$ cat config.mk
export PLATFORM = sky130hd
export DESIGN_NAME = uart_cmd_bridge
export DESIGN_NICKNAME = d
export VERILOG_FILES = /design/src/rtl/uart_cmd_pkg.sv /design/src/rtl/uart_tx_shifter.sv /design/src/rtl/uart_cmd_bridge.sv
export SDC_FILE = /design/constraint.sdc
export NUM_CORES = 1
export LEC_CHECK = 0
export BUFFER_PORTS_ARGS = -buffer_cell sky130_fd_sc_hd__buf_2
export CAP_MARGIN = 0
export CORE_MARGIN = 2
export CORE_UTILIZATION = 47
export DETAILED_ROUTE_END_ITERATION = 16
export PLACE_DENSITY = 0.87
export SLEW_MARGIN = 40
export SYNTH_ARGS = -nofsm -noshare
export SYNTH_HDL_FRONTEND = slang
export SYNTH_SLANG_ARGS = --single-unit
$ cat constraint.sdc
create_clock -name clk -period 2.75 [get_ports clk]
set_clock_uncertainty 0.15 [all_clocks]
set_input_delay 0.4125 -clock clk [delete_from_list [all_inputs] [get_ports clk]]
set_output_delay 0.4125 -clock clk [all_outputs]
set_load 0.1 [all_outputs]
$ cat src/rtl/uart_cmd_pkg.sv
// Shared definitions for the UART command bridge: FSM states, response
// bytes, command byte layout and the byte-count helper.
package uart_cmd_pkg;

  typedef enum logic [2:0] {
    IDLE,
    ADDR,
    DATA,
    WRITE,
    RD_WAIT,
    RD_CAP,
    TX
  } state_e;

  localparam logic [7:0] ACK_BYTE = 8'hA5;
  localparam logic [7:0] NAK_BYTE = 8'hEE;

  localparam int unsigned WR_BIT  = 7;
  localparam int unsigned RSV_MSB = 6;
  localparam int unsigned RSV_LSB = 4;
  localparam int unsigned TGT_MSB = 3;

  // Command byte as received on the link
  typedef struct packed {
    logic                     wr;
    logic [RSV_MSB-RSV_LSB:0] rsv;
    logic [TGT_MSB:0]         tgt;
  } cmd_t;

  // Number of link bytes needed to carry a w-bit field
  function automatic int unsigned byte_cnt(input int unsigned w);
    return (w + 7) / 8;
  endfunction

endpackage

$ cat src/rtl/uart_tx_shifter.sv
// Response serializer: loads up to NB bytes in parallel and emits them
// MSB first over the tx_valid/tx_ready handshake.
// Ports: clk, reset (async, active-high); load/load_data/load_cnt parallel
// load (bytes left-aligned in load_data); tx_data/tx_valid/tx_ready byte
// handshake; done_c pulses on the handshake of the final byte.
module uart_tx_shifter #(
  parameter int unsigned NB    = 4,
  parameter int unsigned CNT_W = $clog2(NB + 1)
) (
  input  logic              clk,
  input  logic              reset,
  input  logic              load,
  input  logic [NB*8-1:0]   load_data,
  input  logic [CNT_W-1:0]  load_cnt,
  output logic [7:0]        tx_data,
  output logic              tx_valid,
  input  logic              tx_ready,
  output logic              done_c
);

  logic [NB*8-1:0]  sr;
  logic [CNT_W-1:0] cnt;

  // Head byte of the shift register is the byte on the link
  assign tx_data = sr[NB*8-1 -: 8];
  assign done_c  = tx_valid && tx_ready && (cnt == CNT_W'(1));

  // Shift one byte out per accepted handshake
  always_ff @(posedge clk or posedge reset) begin
    if (reset) begin
      sr       <= '0;
      cnt      <= '0;
      tx_valid <= 1'b0;
    end else if (load) begin
      sr       <= load_data;
      cnt      <= load_cnt;
      tx_valid <= (load_cnt != '0);
    end else if (tx_valid && tx_ready) begin
      sr  <= sr << 8;
      cnt <= cnt - CNT_W'(1);
      if (cnt == CNT_W'(1)) tx_valid <= 1'b0;
    end
  end

endmodule

$ cat src/rtl/uart_cmd_bridge.sv
// Byte-level command bridge between a UART byte PHY and NUM_TGT
// word-addressed memories. Parses write/read frames, drives the shared
// address/data bus and one-hot write strobes, returns ACK/NAK or read data,
// and raises hold while a command is in flight.
// Ports: clk, reset (async, active-high); rx_data/rx_valid received bytes;
// tx_data/tx_valid/tx_ready response bytes; mem_addr/mem_wdata/mem_we target
// bus; mem_rdata packed per-target read data (1-cycle latency); hold.
// Optional: define RX_TIMEOUT_EN to abort stalled frames after TIMEOUT_CYC
// idle cycles with a NAK.
module uart_cmd_bridge
  import uart_cmd_pkg::*;
#(
  parameter int unsigned DATA_W      = 32,
  parameter int unsigned ADDR_W      = 8,
  parameter int unsigned NUM_TGT     = 2,
  parameter int unsigned TIMEOUT_CYC = 5_000_000
) (
  input  logic                      clk,
  input  logic                      reset,
  input  logic [7:0]                rx_data,
  input  logic                      rx_valid,
  output logic [7:0]                tx_data,
  output logic                      tx_valid,
  input  logic                      tx_ready,
  output logic [ADDR_W-1:0]         mem_addr,
  output logic [DATA_W-1:0]         mem_wdata,
  output logic [NUM_TGT-1:0]        mem_we,
  input  logic [NUM_TGT*DATA_W-1:0] mem_rdata,
  output logic                      hold
);

  localparam int unsigned AB    = byte_cnt(ADDR_W);
  localparam int unsigned DB    = byte_cnt(DATA_W);
  localparam int unsigned MAXB  = (AB > DB) ? AB : DB;
  localparam int unsigned BC_W  = $clog2(MAXB + 1);
  localparam int unsigned TXC_W = $clog2(DB + 1);
  localparam int unsigned TGT_W = (NUM_TGT > 1) ? $clog2(NUM_TGT) : 1;

  if ((DATA_W % 8 != 0) || (DATA_W < 8) || (DATA_W > 64) || (ADDR_W < 1) ||
      (NUM_TGT < 1) || (NUM_TGT > 16) || (TIMEOUT_CYC < 1)) begin : g_bad_param
    $error("uart_cmd_bridge: illegal parameter set");
  end

  state_e              state, state_nxt;
  logic [TGT_W-1:0]    tgt, tgt_nxt;
  logic                is_wr, wr_nxt;
  logic [BC_W-1:0]     bcnt, bcnt_nxt;
  logic [ADDR_W-1:0]   addr_nxt;
  logic [DATA_W-1:0]   wdata_nxt;
  logic [NUM_TGT-1:0]  we_nxt;
  logic                hold_nxt;

  cmd_t                cmd_c;
  logic                cmd_ok_c;
  logic [DATA_W-1:0]   rsel_c;
  logic                ld_c;
  logic [DATA_W-1:0]   ld_data_c;
  logic [TXC_W-1:0]    ld_cnt_c;
  logic                tx_done_c;

`ifdef RX_TIMEOUT_EN
  localparam int unsigned TMO_W = $clog2(TIMEOUT_CYC + 1);
  logic [TMO_W-1:0] tmo_cnt, tmo_nxt;
`endif

  assign cmd_c    = cmd_t'(rx_data);
  assign cmd_ok_c = (cmd_c.rsv == '0) && (32'(cmd_c.tgt) < NUM_TGT);

  // Read-data slice of the latched target
  always_comb begin
    rsel_c = '0;
    for (int unsigned t = 0; t < NUM_TGT; t++) begin
      if (tgt == TGT_W'(t)) rsel_c = mem_rdata[t*DATA_W +: DATA_W];
    end
  end

  // Next-state and next-output logic
  always_comb begin
    state_nxt = state;
    tgt_nxt   = tgt;
    wr_nxt    = is_wr;
    bcnt_nxt  = bcnt;
    addr_nxt  = mem_addr;
    wdata_nxt = mem_wdata;
    we_nxt    = '0;
    hold_nxt  = hold;
    ld_c      = 1'b0;
    ld_data_c = '0;
    ld_cnt_c  = '0;
`ifdef RX_TIMEOUT_EN
    tmo_nxt   = '0;
`endif

    case (state)
      IDLE: begin
        if (rx_valid) begin
          hold_nxt = 1'b1;
          bcnt_nxt = '0;
          if (cmd_ok_c) begin
            tgt_nxt   = TGT_W'(cmd_c.tgt);
            wr_nxt    = cmd_c.wr;
            state_nxt = ADDR;
          end else begin
            ld_c      = 1'b1;
            ld_data_c = DATA_W'(NAK_BYTE) << (DATA_W - 8);
            ld_cnt_c  = TXC_W'(1);
            state_nxt = TX;
          end
        end
      end
      ADDR: begin
        if (rx_valid) begin
          // Upper bits beyond ADDR_W fall off the top of the shift
          addr_nxt = ADDR_W'({mem_addr, rx_data});
          if (bcnt == BC_W'(AB - 1)) begin
            bcnt_nxt  = '0;
            state_nxt = is_wr ? DATA : RD_WAIT;
          end else begin
            bcnt_nxt = bcnt + BC_W'(1);
          end
        end
      end
      DATA: begin
        if (rx_valid) begin
          wdata_nxt = DATA_W'({mem_wdata, rx_data});
          if (bcnt == BC_W'(DB - 1)) begin
            bcnt_nxt  = '0;
            state_nxt = WRITE;
            for (int unsigned t = 0; t < NUM_TGT; t++) begin
              we_nxt[t] = (tgt == TGT_W'(t));
            end
          end else begin
            bcnt_nxt = bcnt + BC_W'(1);
          end
        end
      end
      WRITE: begin
        ld_c      = 1'b1;
        ld_data_c = DATA_W'(ACK_BYTE) << (DATA_W - 8);
        ld_cnt_c  = TXC_W'(1);
        state_nxt = TX;
      end
      RD_WAIT: state_nxt = RD_CAP;
      RD_CAP: begin
        ld_c      = 1'b1;
        ld_data_c = rsel_c;
        ld_cnt_c  = TXC_W'(DB);
        state_nxt = TX;
      end
      TX: begin
        if (tx_done_c) begin
          state_nxt = IDLE;
          hold_nxt  = 1'b0;
        end
      end
      default: begin
        state_nxt = IDLE;
        hold_nxt  = 1'b0;
      end
    endcase

`ifdef RX_TIMEOUT_EN
    // Abort a stalled partial frame with a NAK
    if ((state == ADDR || state == DATA) && !rx_valid) begin
      if (tmo_cnt == TMO_W'(TIMEOUT_CYC - 1)) begin
        bcnt_nxt  = '0;
        ld_c      = 1'b1;
        ld_data_c = DATA_W'(NAK_BYTE) << (DATA_W - 8);
        ld_cnt_c  = TXC_W'(1);
        state_nxt = TX;
      end else begin
        tmo_nxt = tmo_cnt + TMO_W'(1);
      end
    end
`endif
  end

  // State and output registers
  always_ff @(posedge clk or posedge reset) begin
    if (reset) begin
      state     <= IDLE;
      tgt       <= '0;
      is_wr     <= 1'b0;
      bcnt      <= '0;
      mem_addr  <= '0;
      mem_wdata <= '0;
      mem_we    <= '0;
      hold      <= 1'b0;
`ifdef RX_TIMEOUT_EN
      tmo_cnt   <= '0;
`endif
    end else begin
      state     <= state_nxt;
      tgt       <= tgt_nxt;
      is_wr     <= wr_nxt;
      bcnt      <= bcnt_nxt;
      mem_addr  <= addr_nxt;
      mem_wdata <= wdata_nxt;
      mem_we    <= we_nxt;
      hold      <= hold_nxt;
`ifdef RX_TIMEOUT_EN
      tmo_cnt   <= tmo_nxt;
`endif
    end
  end

  uart_tx_shifter #(
    .NB    (DB),
    .CNT_W (TXC_W)
  ) u_tx (
    .clk       (clk),
    .reset     (reset),
    .load      (ld_c),
    .load_data (ld_data_c),
    .load_cnt  (ld_cnt_c),
    .tx_data   (tx_data),
    .tx_valid  (tx_valid),
    .tx_ready  (tx_ready),
    .done_c    (tx_done_c)
  );

endmodule
==> impl_metrics.py <==
metrics = {
    "status": {
        "outcome": "finished, final reports clean",
    },
    "critical_path": {
        "end_kind": "register",
        "reg2reg_from": "state[1]$_DFFE_PP0P_",
        "timing.rr.end": "u_tx.sr[29]$_DFFE_PP0P_",
        "critPathMaxFanout": 25,
        "critPathMaxStageDelay_ns": 0.60,
        "reg2reg_slack_ns": 0.45,
        "crit_chain": "nor4b_2, a21boi_4, buf_4, nor3_1, o32a_1",
        "critical_path_arrival_ns": 2.39,
        "cp_slowest_cell": "dfrtp_1",
        "rr_worst_depth": 5,
        "worstPathRequired_ns": 2.84,
        "worst_setup_path_start_kind": "register",
        "crit_type": "reg -> reg",
    },
    "global_routing": {
        "grt_antenna_before_repair": 0,
        "grt.overflow.total": 0,
        "grt_pass1_vias": 3370,
        "grt_max_degree": 45,
        "use_met2_pct": 34.0,
        "grt_pass1_wl_um": 16100,
        "grtUsageMet3_pct": 3.59,
        "grt_use_total_pct": 20.3,
        "grt.met1_usage_pct": 25.4,
        "busiest_layer": "met2",
    },
    "clocking": {
        "cts_hold_buf": 0,
        "cts_root_buf": "clkbuf_8",
        "tritoncts": "built",
        "cts-buffers-inserted": 9,
        "clock_path_buffers": 2,
        "htreeDepth": 3,
        "clock_insertion_delay_worst_skew_ns": 0.35,
        "path_clk_slew_ns": 0.10,
        "cts_setup_buffers": 0,
        "cts.sinks": 87,
        "post_cts_resize_count": 0,
    },
    "timing": {
        "tns_ns": 0,
        "final.period_utilization_pct": 83.6,
        "finalCriticalPeriod_ns": 2.30,
        "max_freq_mhz": 435,
        "final_hold_viol_count": 0,
        "maxSlewViolCount": 0,
        "max_slew_margin_pct": 60.4,
        "setup_violations": 0,
        "worstMarginPinSlew_ns": 0.592,
        "rsz0062_at_grt": "false",
    },
    "synth": {
        "ys_types": 48,
        "yosysTopAreaCell": "dfrtp_1",
        "synth_warnings": 0,
        "synthArstFlopShare_pct": 100,
        "synth.yosys.seq_area_share_pct": 48.9,
        "syn_area_per_cell_um2": 11.9,
        "synthesis.nets": 456,
        "synth_top_area_share_pct": 48.9,
        "yosysMostFrequentCell": "dfrtp_1",
        "syn_inst": 374,
        "syn_area_mm2": 0.00445,
        "ys.flop_type": "dfrtp_1",
        "synth_edf_count": 0,
        "yosys-top-cells-count": "dfrtp_1 (87), mux2_2 (45), nor2_1 (39)",
        "synth_seq_cells": 87,
        "synth_area_leaders": "dfrtp_1 (49%), mux2_2 (11%), mux2i_1 (7.0%)",
    },
    "floorplanning": {
        "core-area_mm2": 0.00920,
        "die_x_um": 101,
        "die_h_um": 101,
        "fp.dieArea_mm2": 0.0103,
        "floorplan.initialDensity_pct": 48.4,
        "row_count": 35,
        "ioPinCount": 128,
    },
    "min_path": {
        "hp-class": "in -> async",
    },
    "drt": {
        "vias": 3331,
        "vias_per_cell": 5.51,
        "drtPass1Iterations": 5,
        "drt_iter0_markers": 175,
        "finalWirelength_um": 9960,
        "wl_per_cell_um": 16.5,
        "drtAntennaViolNets": 0,
        "drcViolationCount": 0,
    },
    "placement": {
        "io_buffer_count": 127,
        "place_hpwl_um": 7440,
        "globalplace.congestion": 0.815,
    },
    "finish": {
        "drive_above_1_share_pct": 44.4,
        "multi_input_area_mm2": 0.00201,
        "regArea_mm2": 0.00218,
        "fill_cells": 778,
        "fin_util_pct": 57.6,
        "final_nets": 570,
        "syn2layout_area_growth_pct": 19.0,
        "n_antenna_cell": 0,
    },
    "job": {
        "drv_cap": 0,
    },
}
routing by layer:
| layer | wire (um) | vias to the layer above |
|---|---|---|
| met4 | 239 | 0 |
| met1 | 4110 | 1636 |
| met2 | 5180 | 93 |
| li1 | - | 1580 |
| met3 | 435 | 22 |
| met5 | 0 | - |
per-stage QoR:
step	cell area, um2	std cells	worst slack, ns	hold slack [ns]
after global routing	5300	604	0.339	0.114
after global placement	5100	588	0.581	0.324
final	5300	604	0.452	0.0663
after CTS	5290	604	0.458	0.0781
after detailed placement	5100	588	0.478	0.326
after floorplan	4450	374	0.535	0.307
critical path: cells and delay by family (launching register included):
family / cells / cell delay (ns)
DFF: 1 / 0.60
and+or+nand+nor: 2 / 0.53
AOI/OAI and AO/OA: 2 / 0.58
buffers and inverters: 1 / 0.33
cells by family (layout without fill, tap and decap cells):
group                    count (synthesis)  in the layout  share of synthesized area (%)
XOR/XNOR                                 2              2                          0.394
flip-flops                              87             87                           48.9
AO/OA/AOI/OAI                           81             81                           16.3
adder cells (fa/ha/maj)                  6              6                           1.69
buffers and inverters                   45            164                           5.88
AND/OR/NAND/NOR                         77             77                           8.49
multiplexers                            76             76                           18.4
area by class of cell:
| cell class | instances | area share [%] |
|---|---|---|
| flip-flops and latches | 87 | 41.1 |
| multi-input cells | 242 | 38.0 |
| repair buffers | 137 | 13.7 |
| well taps | 111 | 2.62 |
| clock buffers | 10 | 2.41 |
| clock inverters | 6 | 1.30 |
| inverters | 11 | 0.851 |
cells in the final DEF, fill, tap and decap left out, drive strengths merged, types with 2 or more instances in the layout:
master	instances
buf	137
dfrtp	87
mux2	45
nor2	42
mux2i	31
o21a	17
o32ai	17
nand2	12
inv	11
clkbuf	10
o21ai	9
o2bb2ai	8
nand2b	6
a21oi	6
ha	6
o22a	5
nor3	4
nand3	3
nor2b	3
o32a	3
clkinv	3
a2111oi	2
a211oi	2
a31oi	2
and2	2
clkinvlp	2
worst max-delay path by stage:
| stage | depth (start not counted) | end | startpoint | slack, ns |
|---|---|---|---|---|
| 3_3_place_gp | 5 | u_tx.sr[26]$_DFFE_PP0P_ | state[1]$_DFFE_PP0P_ | 0.58 |
| 2_1_floorplan | 6 | u_tx.sr[10]$_DFFE_PP0P_ | u_tx.tx_valid$_DFFE_PP0P_ | 0.53 |
| 4_1_cts | 5 | u_tx.sr[29]$_DFFE_PP0P_ | state[1]$_DFFE_PP0P_ | 0.46 |
| 3_5_place_dp | 5 | u_tx.sr[29]$_DFFE_PP0P_ | state[1]$_DFFE_PP0P_ | 0.48 |
| 5_1_grt | 5 | u_tx.sr[31]$_DFFE_PP0P_ | state[1]$_DFFE_PP0P_ | 0.34 |
| 6_report | 5 | u_tx.sr[29]$_DFFE_PP0P_ | state[1]$_DFFE_PP0P_ | 0.45 |
state kept, by name (all words and copies together), names as in the netlist:
signal / cells
u_tx.cnt: 3
state: 3
tgt: 1
mem_addr: 8
hold: 1
u_tx.sr: 32
mem_we: 2
u_tx.tx_valid: 1
bcnt: 3
mem_wdata: 32
is_wr: 1
Power is not shown: default switching activity piles up to over one toggle a cycle in this logic, so the estimate is an artifact.
